--- src/rtl/sipo_deserializer.sv ---
// Serial-to-parallel word receiver: LSB-first stream framed by a start marker,
// delivered through a one-entry valid/ready holding register with error flags.
module sipo_deserializer #(
    parameter int WIDTH = 12
) (
    input  logic             clk,
    input  logic             rst_n,
    input  logic             serial_in,
    input  logic             start,
    output logic [WIDTH-1:0] data_out,
    output logic             data_valid,
    input  logic             data_ready,
    output logic             busy,
    output logic             frame_err,
    output logic             overrun
);

    localparam int CW = $clog2(WIDTH);

    typedef enum logic {IDLE, SHIFT} state_t;

    state_t           state_q, state_d;
    logic [WIDTH-1:0] shift_q, shift_d;
    logic [CW-1:0]    cnt_q, cnt_d;
    logic [WIDTH-1:0] dout_q, dout_d;
    logic             valid_q, valid_d;
    logic             ferr_q, ferr_d;
    logic             ovr_q, ovr_d;

    always_comb begin
        state_d = state_q;
        shift_d = shift_q;
        cnt_d   = cnt_q;
        dout_d  = dout_q;
        valid_d = valid_q & ~data_ready;
        ferr_d  = 1'b0;
        ovr_d   = ovr_q;
        unique case (state_q)
            IDLE: begin
                if (start) begin
                    shift_d = {serial_in, {(WIDTH-1){1'b0}}};
                    cnt_d   = CW'(1);
                    state_d = SHIFT;
                end
            end
            SHIFT: begin
                if (start) begin
                    // An early start drops the partial word and restarts on this bit.
                    ferr_d  = 1'b1;
                    shift_d = {serial_in, {(WIDTH-1){1'b0}}};
                    cnt_d   = CW'(1);
                end else begin
                    shift_d = {serial_in, shift_q[WIDTH-1:1]};
                    if (cnt_q == CW'(WIDTH-1)) begin
                        dout_d  = shift_d;
                        valid_d = 1'b1;
                        if (valid_q && !data_ready) begin
                            ovr_d = 1'b1;
                        end
                        cnt_d   = '0;
                        state_d = IDLE;
                    end else begin
                        cnt_d = cnt_q + CW'(1);
                    end
                end
            end
            default: state_d = IDLE;
        endcase
    end

    always_ff @(posedge clk or negedge rst_n) begin
        if (!rst_n) begin
            state_q <= IDLE;
            shift_q <= '0;
            cnt_q   <= '0;
            dout_q  <= '0;
            valid_q <= 1'b0;
            ferr_q  <= 1'b0;
            ovr_q   <= 1'b0;
        end else begin
            state_q <= state_d;
            shift_q <= shift_d;
            cnt_q   <= cnt_d;
            dout_q  <= dout_d;
            valid_q <= valid_d;
            ferr_q  <= ferr_d;
            ovr_q   <= ovr_d;
        end
    end

    assign data_out   = dout_q;
    assign data_valid = valid_q;
    assign busy       = (state_q == SHIFT);
    assign frame_err  = ferr_q;
    assign overrun    = ovr_q;

endmodule

--- config.mk ---
export PLATFORM = sky130hd
export DESIGN_NAME = sipo_deserializer
export DESIGN_NICKNAME = d
export VERILOG_FILES = /design/src/rtl/sipo_deserializer.sv
export SDC_FILE = /design/constraint.sdc
export NUM_CORES = 1
export LEC_CHECK = 0
export ABC_AREA = 1
export CAP_MARGIN = 15
export CORE_MARGIN = 2
export CORE_UTILIZATION = 55
export CTS_CLUSTER_SIZE = 16
export DETAILED_ROUTE_END_ITERATION = 12
export PLACE_DENSITY = 0.82
export REMOVE_ABC_BUFFERS = 1
export SLEW_MARGIN = 40
export SYNTH_ARGS = -nofsm -noshare
export SYNTH_HDL_FRONTEND = slang
export SYNTH_SLANG_ARGS = --single-unit
--- constraint.sdc ---
create_clock -name clk -period 3.75 [get_ports clk]
set_clock_uncertainty 0.05 [all_clocks]
set_input_delay 0.375 -clock clk [delete_from_list [all_inputs] [get_ports clk]]
set_output_delay 0.375 -clock clk [all_outputs]
set_load 0.03 [all_outputs]
==> impl_metrics.tcl <==
set metrics [dict create \
    pre_cts_slack_ps 1820 \
    worstHoldPathType "input port to asynchronous set/reset pin" \
    drv_slew 0 \
    die_y_um 51.8 \
    core_um2 2190 \
    grt_max_degree 32 \
    die_width_um 51.8 \
    routed_via_density 5.12 \
    netlist_area_um2 1250 \
    synth_top_family_by_area "compound AO/OA/AOI/OAI gates" \
    hold_violations 0 \
    switching_share 0.249 \
    clkLatencyLatePin_ps 330 \
    clkPwrFrac 0.337 \
    hold_buffers 0 \
    drive_gt1_frac 0.182 \
    yosys.area_share.xor_xnor 0.00698 \
    fin_nets 148 \
    initial_core_util 0.573 \
    cts_buffer_depth 2 \
    worst_slack_ps 1880 \
    synth_top_area_cell "dfrtp_1" \
    wl_per_cell_um 12.2 \
    status "complete, no violations" \
    dp_hpwl_um 1410 \
    grt_pass1_wl_um 3640 \
    crit_chain "clkdlybuf4s50_1" \
    worstPathMaxFanout 5 \
    root_buffer "clkbuf_4" \
    crit_required_ps 3320 \
    clock.fmax_mhz 535 \
    track_usage 0.195 \
    cp_slowest_cell "clkdlybuf4s50_1" \
    synth-seq-cells 31 \
    critPathMaxStageDelay_ps 700 \
    synth-seq-area-share 0.618 \
    gr-total-overflow 0 \
    setup_violations 0 \
    syn_inst 117 \
    vias 876 \
    h-tree-depth 2 \
    combPwrFrac 0.105 \
    maxCapViolations 0 \
    tightest_slew_ps 393 \
    synth_fa_ha_area_frac 0.00997 \
    dieArea_um2 2680 \
    place_congestion 0.736 \
    tns_ps 0 \
    drc 0 \
    synth_mux_area_frac 0 \
    avgSynthCellArea_um2 10.7 \
    drt_wl_total_um 2090 \
    ant_nets 0 \
    rsz0062_at_grt "false" \
    cts_num_sinks 31 \
    antenna_found_initial 0 \
    synth_compound_area_frac 0.167 \
    switching_power_uw 161 \
    p_leak_uw 0.000701 \
    cp_num_buf_inv 1 \
    drt_iter0_drc 15 \
    io_buffers 20 \
    worst_setup_path_end_kind "output port" \
    grt_pass1_vias 864 \
    synth_top_area_share 0.618 \
    critical_path.top_delay_family "buffers and inverters" \
    syn_to_final_growth_pct 22.6 \
    critPathArrivalTime_ps 1440 \
    period_share 0.498 \
    period_needed_ps 1870 \
    synthTopCellsByArea "dfrtp_1 (62%), o21ai_2 (8.4%), nand2_1 (6.6%)" \
    synth_cell_type_count 19 \
    power_density_nw_per_um2 421 \
    path_clk_slew_ps 90 \
    start_kind "flip-flop" \
    numCtsBuffers 5 \
    critPathKind "flip-flop to output port" \
    slew_headroom 0.737 \
    synthSimpleGateAreaFrac 0.120 \
    postCtsSetupRepairBufs 0 \
    antennaDiodeCount 0 \
    cts_tree "yes" \
    rows 17 \
    pwr-share-seq 0.559 \
    first_pass_iters 4 \
    ioPinCount 21 \
    cts_resized 0 \
    yosysWarningCount 0 \
    ir_drop_mv 0.245 \
    p_int_uw 487 \
]
-- flip-flops by register name, summed over array words and instances (netlist names) --
register	flops
cnt_q	4
busy	1
data_valid	1
overrun	1
shift_q	11
data_out	12
frame_err	1
-- final cells by class --
class                      instances  area [µm²]
clock buffer                       8        68.8
fill                             164         652
inverter                          19        71.3
multi-input combinational         64         380
timing repair buffer              21         208
tap                               28        35.0
sequential                        31         776
-- metrics by stage --
step                      cells  power, µW  utilization  hold slack [ps]  area [µm²]
after floorplan             114        406            -             29.4        1230
after global placement      163        433        0.671              416        1470
after detailed placement    163        437        0.671              417        1470
after CTS                   171        657        0.702              387        1540
after global routing        171        679        0.702              402        1540
final                       171        648        0.702              378        1540
-- metal layers --
metal  global-route usage  wire length, µm  vias up
met1                0.222              925      418
met2                0.318             1030       20
met4                0.105               42        0
met5                    0                0        -
li1                     -                -      432
met3               0.0718               90        6
-- layout by cell type, fill, tap and decap left out, drive strengths merged --
cell and count:
dfrtp 31, nand2 25, clkdlybuf4s50 20, inv 19, o21ai 17, o22ai 10, clkbuf 8, nor2 4
nand3 3, xnor2 1, a22o 1, nand4 1, o21bai 1, ha 1, buf 1
-- logic make-up (layout without fill, tap and decap cells) --
family / after synthesis / after routing
buf+inv: 22 / 48
simple gates: 33 / 33
compound gates: 29 / 29
fa+ha+maj: 1 / 1
xor+xnor: 1 / 1
flops: 31 / 31
-- synthesized netlist by cell type (all sizes together) --
| master | n |
|---|---|
| buf | 3 |
| ha | 1 |
| a22o | 1 |
| xnor2 | 1 |
| nand4 | 1 |
| o22ai | 10 |
| inv | 19 |
| o21bai | 1 |
| nand2 | 25 |
| o21ai | 17 |
| nor2 | 4 |
| dfrtp | 31 |
| nand3 | 3 |
-- worst paths after layout --
check                                          from                       end  slack (ps)  cells after the start
max                                  busy$_DFF_PN0_                      busy        1880                      1
min                                           rst_n   data_out[8]$_DFFE_PN0P_         380                      2
max reg2reg                    cnt_q[1]$_DFFE_PN0P_  data_out[10]$_DFFE_PN0P_        2310                      6
min reg2reg                data_out[11]$_DFFE_PN0P_  data_out[11]$_DFFE_PN0P_         440                      2
max in group asynchronous                     rst_n  data_out[10]$_DFFE_PN0P_        2990                      2
min in group clk           data_out[11]$_DFFE_PN0P_  data_out[11]$_DFFE_PN0P_         440                      2
-- power groups by stage --
stage	logic, µW	registers (µW)	clock network (µW)
finish	67.8	362	218
global route	76.0	365	239
CTS	68.8	362	227
detailed placement	68.3	368	0
global placement	65.7	367	0
floorplan	28.5	377	0
Note: power is estimated with default switching activity, not from simulation.
==> RTL change 1 (same settings) <==
The parameter `WIDTH` goes from 12 to 16.
--- a/src/rtl/sipo_deserializer.sv
+++ b/src/rtl/sipo_deserializer.sv
@@ -1,7 +1,7 @@
 // Serial-to-parallel word receiver: LSB-first stream framed by a start marker,
 // delivered through a one-entry valid/ready holding register with error flags.
 module sipo_deserializer #(
-    parameter int WIDTH = 12
+    parameter int WIDTH = 16
 ) (
     input  logic             clk,
     input  logic             rst_n,
Ports: changed (resized data_out); port bits go from 21 to 25. The function was not compared with the original's and may differ.
==> RTL change 1 against the unedited design <==
  * Fmax fell by 6.2%
  * First-iteration DRC count rose by 150%
  * Area after synthesis rose by 24%
  * Design area rose by 22%
  * Routed wire length rose by 40%
  * Sequential cell count rose by 8
  * Setup slack got worse by 0.12 ns
  * Core utilization fell by 1.0 points
  * Total power rose by 11%
  * Critical path type unchanged
  * Largest cell class unchanged
  * Highest routed layer unchanged
==> RTL change 1: results (changes against the unedited design) <==
stage,metric,value,unit,change
route,initialDrtViolationCount,37,,was 15
logic_synthesis,synth_area_leaders,"sky130_fd_sc_hd__dfrtp_1 (63%), sky130_fd_sc_hd__nand2_1 (12%), sky130_fd_sc_hd__o21ai_1 (5.5%)",,"was sky130_fd_sc_hd__dfrtp_1 (62%), sky130_fd_sc_hd__o21ai_2 (8.4%), sky130_fd_sc_hd__nand2_1 (6.6%)"
sta,finalHoldWorstSlack,0.424,ns,was 0.378 ns
global_routing,grt_first_pass_wirelength,4930,um,was 3640 um
pwr,vdd.ir_drop.worst,0.326,mV,was 0.245 mV
setup_path,crit-reg2reg-launch,busy$_DFF_PN0_,,was cnt_q[1]$_DFFE_PN0P_
hold_path,hp-class,reg2reg,,was in2async
pwr,total_leakage_power,0.935,nW,was 0.701 nW
setup_path,timing.critical_path.fanout_max,7,,was 5
clocking,cts.repair.resized,0,,unchanged
placement,gpl.final_weighted_congestion,0.825,,was 0.736
setup_path,worstRegToRegCells,4,,was 6
sta,shortest_period_the_worst_path_allows,1.99,ns,was 1.87 ns
global_routing,first_global_vias,1107,,was 864
placement,dp_worst_setup_slack,1.74,ns,was 1.82 ns
clocking,clock_latency,0.35,ns,was 0.33 ns
clocking,clk_transition_reported_paths,0.11,ns,was 0.09 ns
pwr,switching_share,0.235,,was 0.249
clocking,clock_tree.root_cell,sky130_fd_sc_hd__clkbuf_4,,unchanged
placement,io_buffer_count,24,,was 20
finish,largest_register_ff_count,16,,was 12
placement,post-dp-hpwl,2040,um,was 1410 um
logic_synthesis,synth_fa_ha_area_frac,0.00804,,was 0.00997
hold_path,number_of_cells_on_the_worst_hold_path,2,,
logic_synthesis,synth.yosys.seq_area_share,0.627,,was 0.618
logic_synthesis,synth_cells,160,,was 117
route,routed_length_per_instance,13.4,um,was 12.2 um
logic_synthesis,synth_commonest_cells,"sky130_fd_sc_hd__nand2_1 (50), sky130_fd_sc_hd__dfrtp_1 (39), sky130_fd_sc_hd__inv_1 (18)",,"was sky130_fd_sc_hd__dfrtp_1 (31), sky130_fd_sc_hd__nand2_1 (22), sky130_fd_sc_hd__inv_1 (17)"
route,average_vias_per_placed_instance,5.17,,was 5.12
finish,final_cell_count_without_fillers,218,,was 171
outcome,status,finished clean,,unchanged
placement,cell_count_after_placement,209,,was 163
finish,final_net_count,192,,was 148
finish,drive_gt1_frac,0.0802,,was 0.182
logic_synthesis,synth_compound_gate_area_share,0.123,,was 0.167
global_routing,grt_max_degree,40,,was 32
global_routing,global_router_s_overall_resource_usage,0.202,,was 0.195
==> RTL change 1: power groups by stage <==
| stage | Sequential [mW] | Clock (mW) | Combinational [mW] |
|---|---|---|---|
| after floorplan | 0.444 | 0 | 0.0162 |
| after global placement | 0.442 | 0 | 0.0365 |
| after CTS | 0.435 | 0.249 | 0.0386 |
| after global routing | 0.436 | 0.264 | 0.0449 |
| final | 0.435 | 0.245 | 0.0391 |
| after detailed placement | 0.443 | 0 | 0.0385 |
==> RTL change 1: layout make-up <==
type                            instances  area, um2
Clock buffer                            7       65.1
Timing Repair Buffer                   25        248
Multi-Input combinational cell         95        465
Sequential cell                        39        976
Fill cell                             213        835
Tap cell                               31       38.8
Clock inverter                          1       7.51
Inverter                               20       75.1
==> RTL change 1: layer usage <==
layer	up-vias	wire [um]	part of all wire	track usage
li1	565	-	-	-
met1	538	1320	0.45	0.262
met2	17	1450	0.49	0.317
met3	6	124	0.042	0.0748
met4	0	42	0.014	0.0698
met5	-	0	0	0
==> RTL change 2 (same flow settings) <==
Without the edit above. `shift_q` and `dout_q` no longer have a reset.
--- a/src/rtl/sipo_deserializer.sv
+++ b/src/rtl/sipo_deserializer.sv
@@ -71,21 +71,22 @@
     always_ff @(posedge clk or negedge rst_n) begin
         if (!rst_n) begin
             state_q <= IDLE;
-            shift_q <= '0;
             cnt_q   <= '0;
-            dout_q  <= '0;
             valid_q <= 1'b0;
             ferr_q  <= 1'b0;
             ovr_q   <= 1'b0;
         end else begin
             state_q <= state_d;
-            shift_q <= shift_d;
             cnt_q   <= cnt_d;
-            dout_q  <= dout_d;
             valid_q <= valid_d;
             ferr_q  <= ferr_d;
             ovr_q   <= ovr_d;
         end
+    end
+
+    always_ff @(posedge clk) begin
+        shift_q <= shift_d;
+        dout_q  <= dout_d;
     end
 
     assign data_out   = dout_q;
Function: same outputs for any inputs over 10 cycles, from zero or initial values and one cycle with rst_n low; that may be too few to reach the edited logic, so the function may still have changed.
==> RTL change 2 against the unedited design <==
  * Setup slack got worse by 0.015 ns
  * Area after synthesis decreased by 6.9%
  * Routed wire length decreased by 19%
  * First-iteration DRC count decreased by 27%
  * Final cell count decreased by 16%
  * Sequential cell count unchanged
  * Global-route usage decreased by 3.2 points
  * Via count decreased by 21%
  * Fmax decreased by 0.77%
  * Critical path depth unchanged
  * Count of clock-buffer cells in the layout decreased by 3
  * Design area decreased by 4.6%
Power is not compared: it rests on default switching activity, and its combinational part moved more than twofold at a synthesized area within 25%.
==> RTL change 2: results (changes against the unedited design) <==
stage,metric,value,unit,change
placement,gpl.final_weighted_congestion,0.703,,was 0.736
route,routed_length_per_instance,11.7,um,was 12.2 um
logic_synthesis,postSynthAreaPerCell,13.0,um2,was 10.7 um2
setup_path,reg2reg_setup_slack,2.03,ns,was 2.31 ns
logic_synthesis,async_flop_share,0.258,,was 1.00
global_routing,global_router_s_overall_resource_usage,0.163,,was 0.195
placement,dp_worst_setup_slack,1.61,ns,was 1.82 ns
global_routing,grt_max_degree,14,,was 32
placement,place_area,1390,um2,was 1470 um2
global_routing,grt_first_pass_wirelength,2730,um,was 3640 um
route,initialDrtViolationCount,11,,was 15
global_routing,met3_usage,0.0758,,was 0.0718
sta,finalHoldWorstSlack,0.263,ns,was 0.378 ns
setup_path,worstRegToRegCells,3,,was 6
placement,cell_count_after_placement,136,,was 163
placement,post-dp-hpwl,1160,um,was 1410 um
route,average_vias_per_placed_instance,4.78,,was 5.12
logic_synthesis,ys_dominant_reg_cell,sky130_fd_sc_hd__edfxtp_1,,was sky130_fd_sc_hd__dfrtp_1
global_routing,met2_track_utilization_from_global_routing,0.257,,was 0.318
logic_synthesis,ys_types,16,,was 19
setup_path,crit-reg2reg-launch,cnt_q[0]$_DFFE_PN0P_,,was cnt_q[1]$_DFFE_PN0P_
global_routing,groute.layer.met1.usage,0.153,,was 0.222
logic_synthesis,synth_commonest_cells,"sky130_fd_sc_hd__edfxtp_1 (23), sky130_fd_sc_hd__inv_1 (15), sky130_fd_sc_hd__nor2_1 (13)",,"was sky130_fd_sc_hd__dfrtp_1 (31), sky130_fd_sc_hd__nand2_1 (22), sky130_fd_sc_hd__inv_1 (17)"
finish,drive_gt1_frac,0.120,,was 0.182
finish,final_net_count,122,,was 148
sta,finalWorstSetupSlack,1.87,ns,was 1.88 ns
logic_synthesis,number_of_enable_flip_flop_cells_after_synthesis,23,,was 0
logic_synthesis,synth_area_leaders,"sky130_fd_sc_hd__edfxtp_1 (59%), sky130_fd_sc_hd__dfrtp_1 (17%), sky130_fd_sc_hd__inv_1 (4.8%)",,"was sky130_fd_sc_hd__dfrtp_1 (62%), sky130_fd_sc_hd__o21ai_2 (8.4%), sky130_fd_sc_hd__nand2_1 (6.6%)"
outcome,status,finished clean,,unchanged
global_routing,first_global_vias,647,,was 864
logic_synthesis,synth.yosys.seq_area_share,0.762,,was 0.618
==> RTL change 2: layout make-up <==
class                   count  area, um2
repair buffers             20        200
inverters                  17       63.8
clock buffers               5       37.5
flip-flops and latches     31        891
fillers                   131        514
well taps                  27       33.8
multi-input cells          41        203
clock inverters             3       38.8
==> RTL change 2: cells by family after synthesis <==
group                    Yosys count  synth area share
flip-flops                        31             0.762
AND/OR/NAND/NOR                   35             0.140
adder cells (fa/ha/maj)            1            0.0107
buffers and inverters             18            0.0642
AO/OA/AOI/OAI                      5            0.0225
==> RTL change 2: per-layer routing <==
metal,wire length (um),vias up
li1,-,348
met1,648,305
met2,830,25
met3,108,10
met4,101,0
met5,0,-
==> RTL change 2: power groups by stage <==
stage               Combinational, mW  Clock (mW)  Sequential (mW)
CTS                            0.0317       0.254            0.383
detailed placement             0.0314           0            0.390
floorplan                      0.0164           0            0.391
global route                   0.0350       0.260            0.384
finish                         0.0315       0.245            0.383
global placement               0.0299           0            0.389
